File: config.mk
export PLATFORM = sky130hd
export DESIGN_NAME = decoder_onehot_reg
export DESIGN_NICKNAME = d
export VERILOG_FILES = /design/src/rtl/decoder_pkg.sv /design/src/rtl/decoder_onehot_core.sv /design/src/rtl/decoder_onehot_reg.sv
export SDC_FILE = /design/constraint.sdc
export NUM_CORES = 1
export LEC_CHECK = 0
export CORE_MARGIN = 4
export CORE_UTILIZATION = 47
export DETAILED_ROUTE_END_ITERATION = 10
export PLACE_DENSITY = 0.84
export SYNTH_ARGS = -nofsm -noshare
export SYNTH_HDL_FRONTEND = slang
export SYNTH_HIERARCHICAL = 1
export SYNTH_SLANG_ARGS = --single-unit
File: constraint.sdc
create_clock -name clk -period 1.85 [get_ports clk]
set_input_delay 0.37 -clock clk [delete_from_list [all_inputs] [get_ports clk]]
set_output_delay 0.37 -clock clk [all_outputs]
set_load 0.1 [all_outputs]
File: src/rtl/decoder_pkg.sv
// rtl/decoder_pkg.sv - shared constants, width helper and one-hot type for the decoder
package decoder_pkg;

   localparam int DEF_SEL_W = 4;

   function automatic int onehot_width(input int sel_w);
      return 1 << sel_w;
   endfunction

   localparam int DEF_OUT_W = 1 << DEF_SEL_W;

   typedef logic [DEF_OUT_W-1:0] onehot_t;

endpackage

File: src/rtl/decoder_onehot_core.sv
// rtl/decoder_onehot_core.sv - combinational binary to raw active-high one-hot decode
module decoder_onehot_core
   import decoder_pkg::*;
#(
   parameter int SEL_W = DEF_SEL_W
) (
   input  logic [SEL_W-1:0]       select,
   output logic [(1<<SEL_W)-1:0]  onehot
);

   // OUT_W is exactly 2**SEL_W, so every select value maps to a real line.
   always_comb begin
      onehot         = '0;
      onehot[select] = 1'b1;
   end

endmodule

File: src/rtl/decoder_onehot_reg.sv
// rtl/decoder_onehot_reg.sv - registered one-hot decoder with enable gating and output polarity
module decoder_onehot_reg
   import decoder_pkg::*;
#(
   parameter int SEL_W      = DEF_SEL_W,
   parameter bit ACTIVE_LOW = 1'b0
) (
   input  logic                   clk,
   input  logic                   rst,
   input  logic                   en,
   input  logic [SEL_W-1:0]       select,
   output logic [(1<<SEL_W)-1:0]  d,
   output logic                   d_valid,
   output logic [SEL_W-1:0]       sel_q
);

   localparam int OUT_W = onehot_width(SEL_W);
   localparam logic [OUT_W-1:0] POL_MASK = {OUT_W{ACTIVE_LOW}};

   logic [OUT_W-1:0] raw;
   logic [OUT_W-1:0] d_d;
   logic [OUT_W-1:0] d_q;
   logic             d_valid_q;

   decoder_onehot_core #(
      .SEL_W (SEL_W)
   ) u_core (
      .select (select),
      .onehot (raw)
   );

   // Polarity is folded in before the register so inversion costs no latency.
   always_comb begin
      d_d = POL_MASK;
      if (en) begin
         d_d = raw ^ POL_MASK;
      end
   end

   always_ff @(posedge clk) begin
      if (rst) begin
         d_q       <= POL_MASK;
         d_valid_q <= 1'b0;
         sel_q     <= '0;
      end else begin
         d_q       <= d_d;
         d_valid_q <= en;
         if (en) begin
            sel_q <= select;
         end
      end
   end

   assign d       = d_q;
   assign d_valid = d_valid_q;

endmodule

==> results of run 1 <==
[power by group]
group          switching (mW)  internal [mW]  total, mW
sequential            0.00647          0.462      0.468
clock                   0.128         0.0803      0.208
combinational           0.108         0.0619      0.169
[registers in the layout (all words and copies together) (netlist names)]
signal and cells:
sel_q 4, d_valid 1, d 16
[cells by family (layout without fill, tap and decap cells)]
kind of cell | Yosys count | count (layout)
DFF | 21 | 21
muxes | 4 | 4
buffers and inverters | 6 | 35
and+or+nand+nor | 37 | 37
[worst max-delay path, cell delays in order]
cell             delay (ns)
clkdlybuf4s50_1        0.79
and4bb_1               0.27
and2_2                 0.16
[cells in the final DEF, fill, tap and decap left out]
master,Yosys,layout
and4bb_2,2,2
nor2_1,4,4
nor4b_2,4,4
clkbuf_4,0,3
nor4_2,1,1
dfxtp_1,21,21
clkdlybuf4s50_1,0,6
and4_1,1,1
buf_12,0,4
and4bb_1,4,4
nor2b_4,1,1
buf_4,4,21
and2_2,16,16
mux2i_1,4,4
clkinv_2,0,1
and4b_1,4,4
[worst max-delay path by stage]
stage	endpoint	start	depth (start not counted)
after CTS	d[2]	select[3]	4
final	d[9]	select[2]	3
after global placement	d[10]	select[2]	3
after global routing	d[2]	select[3]	4
after floorplan	sel_q[0]	sel_q[0]	0
after detailed placement	d[9]	select[2]	3
[per-stage QoR]
stage	cells	worst slack (ns)
floorplan	68	0.5561
global placement	118	0.1877
detailed placement	118	0.1388
CTS	122	0.4532
global route	122	0.3995
finish	122	0.4485
[area by class of cell]
class / count / area, sq um / area share, %
Clock inverter: 1 / 5.005 / 0.4306
Multi-Input combinational cell: 41 / 385.4 / 33.15
Clock buffer: 3 / 22.52 / 1.938
Timing Repair Buffer: 31 / 297.8 / 25.62
Tap cell: 25 / 31.28 / 2.691
Sequential cell: 21 / 420.4 / 36.17
[layer usage]
| metal | global-route usage, % | routed length [microns] | share of wire [%] | vias up |
|---|---|---|---|---|
| met3 | 4.451 | 111 | 8.3 | 2 |
| met5 | 0 | 0 | 0 | - |
| li1 | - | - | - | 293 |
| met1 | 13.16 | 553 | 41 | 251 |
| met2 | 19.78 | 665 | 49 | 20 |
| met4 | 5.381 | 14 | 1.0 | 0 |
==> results.yml, run 1 <==
clock_network:
  clockBufferDepth: 2
  clk_pin_slew_ns: 0.11
  htreeDepth: 1
  post_cts_buffers: 0
  root_buffer: "clkbuf_4"
  postCtsHoldBufs: 0
  cts_tree: "built"
  cts.repair.resized: 0
  clk_latency_ns: 0.29
  cts_buffers: 3
  clock_sinks: 21
logic_synthesis:
  ys_ff_latch: 21
  syn_nets: 75
  synth-adder-area-share_pct: 0
  synth.most_common_cell: "dfxtp_1"
  synth_top_family_by_area: "simple AND/OR/NAND/NOR gates"
  synthSimpleGateAreaFrac_pct: 40.23
  yosysTopAreaCellShare_pct: 48.98
  synth_xor_area_share_pct: 0
  synth_warnings: 6
  synth_area_sq_um: 858.3
  synth_area_leaders: "dfxtp_1 49%, and2_2 14%, nor4b_2 7.0%, and4bb_1 5.8%, and4b_1 4.7%"
  synth_edf_count: 0
  yosysTopAreaCell: "dfxtp_1"
  muxShareOfSynthArea_pct: 4.665
  synth_common_cells: "21 x dfxtp_1, 16 x and2_2"
  synthCells: 68
  synth.avg_cell_area_sq_um: 12.62
  ys.flop_type: "dfxtp_1"
  synthArstFlopShare_pct: 0
  seq_area_frac_synth_pct: 48.98
  synth_compound_area_share_pct: 0
  synth_cell_types: 13
sta:
  fin_skew_ns: 0
  tightest_slew_ns: 0.5191
  drv_slew: 0
  fin_crit_ns: 1.402
  period_share_pct: 75.76
  setup_viol: 0
  hold_ws_ns: 0.5632
  slew_headroom_pct: 65.28
  fmax_ghz: 0.7135
  rsz0062_at_grt: "no"
  hold_viol_final: 0
  tns_ns: 0
floorplanning:
  die_area_sq_um: 2574
  rows: 15
  dieWidth_microns: 50.74
  initial_utilization_pct: 49.71
  die_height_microns: 50.74
  core_area_sq_um: 1727
  ios: 28
layout:
  fin_util_pct: 67.32
  drive_gt1_share_pct: 54.64
  area_delta_synth_final_pct: 35.42
  nNetsFinal: 105
  stdcell_area_sq_um: 1162
  antenna_cells: 0
  fillers: 144
worst_setup_path:
  arrival_ns: 1.60
  r2r_setup_slack_ns: 1.20
  start_kind: "input port"
  endpoint_kind: "flip-flop"
  path_class: "in2reg"
  ff2ff_path_depth: 2
  critPathMaxFanout: 17
  worstPathRequired_ns: 2.04
  reg2reg_from: "sel_q[2]"
  crit-reg2reg-capture: "sel_q[2]"
grt:
  first_global_vias: 510
  antenna_found_initial: 0
  grt.overflow.total: 0
  grt_pass1_wl_microns: 2277
  grtUsageTotal_pct: 11.81
  grt_max_degree: 18
routing:
  wl_per_cell_microns: 11.02
  vias_per_cell: 4.639
  drcViolationCount: 0
  vias: 566
  drt_iter0_markers: 3
  routed_wl_microns: 1345
  ant_nets: 0
  firstDrtPassIters: 2
worst_hold_path:
  min_from: "sel_q[1]"
  holdPathEnd: "sel_q[1]"
  hold_path_class: "reg2reg"
  hold_depth: 2
placed_design:
  dp_hpwl_microns: 1008
  portBuffers: 27
  dpl-instance-area_sq_um: 1135
  routabilityCongestion: 0.6555
run_status:
  status: "completed"
pwr:
  power_density_nw_per_um2: 727.7
  p_leak_nw: 0.5265
  ir_drop_mv: 0.3878
  p_total_uw: 845.9
job:
  drv_cap: 0
No activity file was read; power rests on OpenSTA's default activity.
==> run 2: changes to the inputs <==
--- a/config.mk
+++ b/config.mk
@@ -6,9 +6,9 @@
 export NUM_CORES = 1
 export LEC_CHECK = 0
 export CORE_MARGIN = 4
-export CORE_UTILIZATION = 47
+export CORE_UTILIZATION = 44
 export DETAILED_ROUTE_END_ITERATION = 10
-export PLACE_DENSITY = 0.84
+export PLACE_DENSITY = 0.8
 export SYNTH_ARGS = -nofsm -noshare
 export SYNTH_HDL_FRONTEND = slang
 export SYNTH_HIERARCHICAL = 1
==> constraint.sdc (replaced) <==
create_clock -name clk -period 1.32 [get_ports clk]
set_input_delay 0.264 -clock clk [delete_from_list [all_inputs] [get_ports clk]]
set_output_delay 0.264 -clock clk [all_outputs]
set_load 0.1 [all_outputs]
==> results.yml, run 2 (synthesis gave the netlist of run 1 again) <==
worst_setup_path:
  ff2ff_path_depth: 2
  startpoint: "sel_q[3]"
  arrival_ns: 0.92
  worst-path-stages: 1
  endpoint: "sel_q[3]"
  crit_chain: "buf_12"
  start_kind: "flip-flop"
  critPathMaxFanout: 2
  slowest_delay_ns: 0.41
  critPathSlowestCell: "dfxtp_1"
  worstPathRequired_ns: 1.06
  path_class: "reg2out"
  endpoint_kind: "output port"
  r2r_setup_slack_ns: 0.67
  path_buf_inv: 1
  crit-reg2reg-capture: "sel_q[3]"
  reg2reg_from: "sel_q[3]"
  crit_family: "flip-flops"
sta:
  period_share_pct: 89.70
  setup_viol: 0
  rsz0062_at_grt: "no"
  slew_headroom_pct: 80.73
  fin_crit_ns: 1.184
  tightest_slew_ns: 0.2884
  fin_skew_ns: 0
  hold_viol_final: 0
  tns_ns: 0
  fmax_ghz: 0.8445
  drv_slew: 0
routing:
  drcViolationCount: 0
  vias: 601
  drt_iter0_markers: 7
  firstDrtPassIters: 4
  routed_wl_microns: 1612
  vias_per_cell: 4.732
  ant_nets: 0
  wl_per_cell_microns: 12.69
clock_network:
  clockBufferDepth: 2
  root_buffer: "clkbuf_4"
  htreeDepth: 1
  cts_buffers: 3
  clock_sinks: 21
  clk_pin_slew_ns: 0.12
  clk_latency_ns: 0.31
  cts.repair.resized: 0
  post_cts_buffers: 0
  postCtsHoldBufs: 0
  cts_tree: "built"
layout:
  final_common_cell: "buf_12"
  drive_gt1_share_pct: 56.86
  antenna_cells: 0
  fin_util_pct: 80.63
  fillers: 100
  largest_reg_flops: 16
  final_cell_mix: "23 x buf_12, 21 x dfxtp_1, 16 x and2_2, 7 x buf_4, 6 x clkdlybuf4s50_1"
  area_delta_synth_final_pct: 67.49
  nNetsFinal: 110
pwr:
  p_leak_nw: 0.6070
  p_total_mw: 1.255
  power_density_nw_per_um2: 872.7
  ir_drop_mv: 0.8313
placed_design:
  portBuffers: 27
  routabilityCongestion: 0.6661
  dp_hpwl_microns: 1278
floorplanning:
  rows: 15
  core_area_sq_um: 1783
  die_height_microns: 52.17
  ios: 28
  die_area_sq_um: 2721
  dieWidth_microns: 52.17
  initial_utilization_pct: 48.14
run_status:
  status: "completed"
worst_hold_path:
  hold_path_class: "reg2reg"
grt:
  antenna_found_initial: 0
  first_global_vias: 570
  grt.overflow.total: 0
  grtUsageTotal_pct: 14.13
  grt_max_degree: 18
  grt_pass1_wl_microns: 2718
job:
  drv_cap: 0
==> run 2: cell count changes in the layout (fill, tap and decap cells not counted), sizes merged <==
| cell | previous run | this run |
|---|---|---|
| buf | 25 | 30 |
==> run 2: per-stage QoR <==
stage	setup slack, ns	hold WS [ns]	std cells	instance area [sq um]
after floorplan	0.08004	0.3364	68	858.3
after global placement	-0.1035	0.5352	123	1410
after detailed placement	-0.1285	0.5544	123	1410
after CTS	0.1280	0.5726	127	1438
after global routing	0.09786	0.5933	127	1438
final	0.1359	0.5671	127	1438
==> run 2: how the worst min path moves through the flow <==
stage / to / slack (ns) / from / cells past startpoint
after floorplan: sel_q[0] / 0.34 / rst / 1
after global placement: sel_q[3] / 0.54 / sel_q[3] / 2
after detailed placement: sel_q[1] / 0.55 / sel_q[1] / 2
after CTS: sel_q[1] / 0.57 / sel_q[1] / 2
after global routing: sel_q[1] / 0.59 / sel_q[1] / 2
final: sel_q[1] / 0.57 / sel_q[1] / 2
==> run 2: final cells by class <==
| class | count | area (sq um) | share of cell area [%] |
|---|---|---|---|
| Tap cell | 25 | 31.28 | 2.176 |
| Sequential cell | 21 | 420.4 | 29.24 |
| Timing Repair Buffer | 36 | 573.1 | 39.86 |
| Clock inverter | 1 | 5.005 | 0.3481 |
| Multi-Input combinational cell | 41 | 385.4 | 26.81 |
| Clock buffer | 3 | 22.52 | 1.567 |
==> run 2: power by group <==
| group | internal, mW | switching, mW |
|---|---|---|
| Combinational | 0.120 | 0.158 |
| Clock | 0.113 | 0.203 |
| Sequential | 0.647 | 0.0126 |
==> run 2: metal layers <==
metal	global-route usage, %	vias up	part of all wire [%]
li1	-	304	-
met1	13.43	273	36
met2	26.57	20	55
met3	4.298	4	6.9
met4	7.660	0	2.3
met5	0	-	0
